--- src/rtl/shift_reg_pkg.sv ---
// Shared mode encodings and sizing helper for the universal shift register family.
package shift_reg_pkg;

    localparam logic [2:0] MODE_HOLD = 3'd0;
    localparam logic [2:0] MODE_LOAD = 3'd1;
    localparam logic [2:0] MODE_SHL  = 3'd2;
    localparam logic [2:0] MODE_SHR  = 3'd3;
    localparam logic [2:0] MODE_ROTL = 3'd4;
    localparam logic [2:0] MODE_ROTR = 3'd5;

    // Bits needed to hold 0..width inclusive.
    function automatic int cnt_width(input int width);
        return $clog2(width + 1);
    endfunction

endpackage

--- src/rtl/sat_counter.sv ---
// Saturating up-counter with synchronous clear; holds at MAX once reached.
// Latency 1 cycle from clr/inc to cnt; no backpressure, inc beyond MAX is absorbed.
module sat_counter #(
    parameter int CW  = 4,
    parameter int MAX = 8
) (
    input  logic          clk,
    input  logic          rst,
    input  logic          clr,
    input  logic          inc,
    output logic [CW-1:0] cnt,
    output logic          at_max
);

    localparam logic [CW-1:0] MAX_V = CW'(MAX);

    always_ff @(posedge clk) begin
        if (rst) begin
            cnt <= '0;
        end else if (clr) begin
            cnt <= '0;
        end else if (inc && (cnt != MAX_V)) begin
            cnt <= cnt + CW'(1);
        end
    end

    assign at_max = (cnt == MAX_V);

endmodule

--- src/rtl/shift_reg_univ.sv ---
// Universal shift register: hold/load/shift/rotate with a drain counter for serializers.
// Latency 1 cycle to q/cnt; serial outs and drained follow combinationally; en=0 stalls everything.
module shift_reg_univ
    import shift_reg_pkg::*;
#(
    parameter int               WIDTH     = 8,
    parameter logic [WIDTH-1:0] RESET_VAL = '0
) (
    input  logic                            clk,
    input  logic                            rst,
    input  logic                            en,
    input  logic [2:0]                      mode,
    input  logic [WIDTH-1:0]                d,
    input  logic                            sin_r,
    input  logic                            sin_l,
    output logic [WIDTH-1:0]                q,
    output logic                            sout_l,
    output logic                            sout_r,
    output logic [cnt_width(WIDTH)-1:0]     cnt,
    output logic                            drained
);

    localparam int CW = cnt_width(WIDTH);

    logic is_load;
    logic is_shift;

    assign is_load  = en && (mode == MODE_LOAD);
    assign is_shift = en && (mode >= MODE_SHL) && (mode <= MODE_ROTR);

    // Reserved modes 6/7 fall into default and behave as HOLD.
    always_ff @(posedge clk) begin
        if (rst) begin
            q <= RESET_VAL;
        end else if (en) begin
            case (mode)
                MODE_LOAD: q <= d;
                MODE_SHL:  q <= {q[WIDTH-2:0], sin_r};
                MODE_SHR:  q <= {sin_l, q[WIDTH-1:1]};
                MODE_ROTL: q <= {q[WIDTH-2:0], q[WIDTH-1]};
                MODE_ROTR: q <= {q[0], q[WIDTH-1:1]};
                default:   q <= q;
            endcase
        end
    end

    sat_counter #(
        .CW  (CW),
        .MAX (WIDTH)
    ) u_cnt (
        .clk    (clk),
        .rst    (rst),
        .clr    (is_load),
        .inc    (is_shift),
        .cnt    (cnt),
        .at_max (drained)
    );

    assign sout_l = q[WIDTH-1];
    assign sout_r = q[0];

endmodule
--- config.mk ---
export PLATFORM = sky130hd
export DESIGN_NAME = shift_reg_univ
export DESIGN_NICKNAME = d
export VERILOG_FILES = /design/src/rtl/shift_reg_pkg.sv /design/src/rtl/sat_counter.sv /design/src/rtl/shift_reg_univ.sv
export SDC_FILE = /design/constraint.sdc
export NUM_CORES = 1
export LEC_CHECK = 0
export CAP_MARGIN = 40
export CORE_MARGIN = 4
export CORE_UTILIZATION = 39
export DETAILED_ROUTE_END_ITERATION = 10
export PLACE_DENSITY = 0.85
export SLEW_MARGIN = 20
export SYNTH_ARGS = -nofsm -noshare
export SYNTH_HDL_FRONTEND = slang
export SYNTH_HIERARCHICAL = 1
export SYNTH_SLANG_ARGS = --single-unit
--- constraint.sdc ---
create_clock -name clk -period 1.3 [get_ports clk]
set_input_delay 0.195 -clock clk [delete_from_list [all_inputs] [get_ports clk]]
set_output_delay 0.195 -clock clk [all_outputs]
set_load 0.005 [all_outputs]
==> metrics.csv <==
metric,value,unit
syn_area_per_cell,9.61,um^2
io_buffers,30,
synth-xor-area-share,0.0203,
layout.nets,168,
drt_iter0_markers,11,
busiest_layer,met2,
path_cells,inv_2 > ha_4 > nand3b_4 > inv_2 > buf_6 > or3_4 > a21boi_2,
relSlewSlack,0.785,
drive_above_1_share,0.592,
worst_slack,-0.0236,ns
synth_mux_area_frac,0.0781,
violations,negative setup slack,
clock_sink_count,12,
drv_slew,0,
htree_levels,1,
setup_viol,1,
critPathMaxStageDelay,0.36,ns
syn_inst,90,
ys_types,38,
fin_setup_tns,-0.0236,ns
initial_utilization,0.423,
synth-compound-area-share,0.171,
antenna_found_initial,0,
dr.pass1.iters,4,
hpwl,1720,um
timing_hold_violations_final,0,
clk_latency,0.28,ns
die_area,3030,um^2
grt_use_total,0.197,
cts_buffer_depth,2,
synth_top_family_by_area,simple AND/OR/NAND/NOR gates,
grt_overflow,0,
ctsHoldBuffers,0,
critPathArrivalTime,1.54,ns
crit_top_cell,inv_2,
crit_required,1.51,ns
irDropWorstVdd,0.000529,V
cts_tree,built,
post-route-min-period,1.32,ns
synth_seq_cells,12,
synth_nets,110,
rows,16,
via_count,926,
crit_fanout,3,
grt_pass1_vias,867,
rsz0062_at_grt,yes,
core_area,2040,um^2
grt_pass1_wl,4090,um
leakage,0.734,nW
synth-adder-area-share,0.0579,
crit_slowest_cell,or3_4,
gp_congestion,0.850,
hold_class,in2reg,
status,"complete, but fails checks",
grt_max_degree,9,
crit_family,simple AND/OR/NAND/NOR gates,
met3_usage,0.0509,
fmax,0.755,GHz
synth_seq_area_share,0.278,
antenna_left,0,
hold_slack,0.512,ns
root_buffer,clkbuf_4,
diodes,0,
timing.critical_path.to_type,flop,
detail_route.wl_per_cell,16.3,um
die_h,55.1,um
cp-start-kind,flop,
power_density,750,nW/um^2
ys_warn_count,6,
worst_pin_slew,0.321,ns
route.detailed.drc,0,
synth-simple-area-share,0.311,
finalCritPeriodShare,1.02,
met1_usage,0.203,
path_buf_inv,3,
wl,2840,um
path_class,reg2reg,
path_clk_slew,0.09,ns
via_per_inst,5.32,
met2_usage,0.370,
ios,31,
cap_violations,0,
synth_area,865,um^2
die_w,55.1,um
area_growth,80.5,%
fin_worst_skew,0.00990,ns
tritoncts.num_buffers,3,
==> path summary, 6_finish.rpt <==
path,from,to,slack (ns),cells past startpoint
worst max-delay path,u_cnt/cnt[0],u_cnt/cnt[2],-0.02,7
worst min-delay path,d[7],q[7],0.51,3
worst max register to register,u_cnt/cnt[0],u_cnt/cnt[2],-0.02,7
worst min register to register,q[7],q[7],0.54,2
==> kinds of logic after synthesis <==
logic type               count (synthesis)
AND/OR/NAND/NOR                         36
AO/OA/AOI/OAI                           17
buffers and inverters                   13
flip-flops                              12
multiplexers                             6
adder cells (fa/ha/maj)                  4
XOR/XNOR                                 2
==> cell usage in the layout, fill, tap and decap left out, types with 3 or more instances in the layout <==
cell type	count
buf_4	23
clkdlybuf4s50_1	12
dlygate4sd2_1	12
dfxtp_2	10
nor2_2	6
nor3_2	6
inv_1	4
nand2_1	4
a221oi_2	4
buf_6	4
mux2_4	3
nor2_1	3
nand3_1	3
clkbuf_4	3
dlymetal6s2s_1	3
inv_2	3
==> cells in the mapped netlist <==
cell / number / area [um^2]
a211oi_1: 1 / 7.51
a21boi_0: 2 / 15.0
a21boi_2: 1 / 11.3
a221oi_1: 6 / 52.6
a22o_1: 1 / 8.76
a22oi_1: 1 / 7.51
a32o_1: 1 / 10.0
and3_4: 1 / 11.3
and4_1: 1 / 8.76
buf_2: 1 / 5.00
buf_4: 2 / 15.0
buf_6: 2 / 22.5
clkinv_1: 1 / 3.75
dfxtp_1: 12 / 240
ha_1: 4 / 50.1
inv_1: 6 / 22.5
inv_2: 1 / 3.75
mux2_1: 5 / 56.3
mux2_2: 1 / 11.3
nand2_1: 4 / 15.0
nand3_1: 3 / 15.0
nand3_4: 1 / 17.5
nand3b_4: 1 / 20.0
nand4_1: 1 / 6.26
nor2_1: 3 / 11.3
nor2_2: 7 / 43.8
nor2b_1: 2 / 12.5
nor3_1: 2 / 10.0
nor3_2: 6 / 60.1
nor3b_1: 1 / 7.51
nor3b_2: 1 / 12.5
o21ai_0: 2 / 10.0
o221ai_1: 1 / 8.76
o41ai_2: 1 / 16.3
or3_1: 1 / 6.26
or3_4: 1 / 11.3
xnor2_1: 1 / 8.76
xor2_1: 1 / 8.76
==> area by class of cell <==
cell class                      count  area [um^2]
Multi-Input combinational cell     65          677
Timing Repair Buffer               58          515
Fill cell                         151          482
Sequential cell                    12          260
Inverter                            8         37.5
Clock buffer                        4         36.3
Tap cell                           27         33.8
==> tightest hold or removal path, delay by kind of cell <==
| kind | cells | cell delay, ns |
|---|---|---|
| buffers and inverters | 1 | 0.39 |
| and+or+nand+nor | 1 | 0.11 |
| AOI/OAI and AO/OA | 1 | 0.07 |
==> flip-flops by register name (all words and copies together), names as in the netlist <==
register   flops
q              8
u_cnt/cnt      4
==> power breakdown <==
| group | switching [mW] | internal (mW) |
|---|---|---|
| registers | 0.0171 | 0.393 |
| logic | 0.207 | 0.239 |
| clock network | 0.144 | 0.170 |
==> what timing repair did <==
action / in CTS / in global routing
pin swaps: 15 / 8
setup buffers: 10 / 2
resized for setup: 56 / 11
endpoints found under the setup margin: 27 / 14
==> layer usage <==
metal	wire length, um	share of wire
met3	156	0.055
met2	1450	0.51
met5	0	0
met4	92	0.032
met1	1140	0.40
==> metrics by stage <==
step | instance area (um^2) | power (mW) | worst slack (ns) | utilization | instances
CTS | 1500 | 1.13 | -0.0222 | 0.735 | 172
global placement | 1280 | 0.736 | -0.578 | 0.628 | 158
detailed placement | 1280 | 0.745 | -0.677 | 0.628 | 158
finish | 1560 | 1.17 | -0.0236 | 0.764 | 174
floorplan | 871 | 0.586 | 0.0308 | - | 90
global route | 1560 | 1.24 | -0.0864 | 0.764 | 174
No activity file was read; power rests on OpenSTA's default activity.
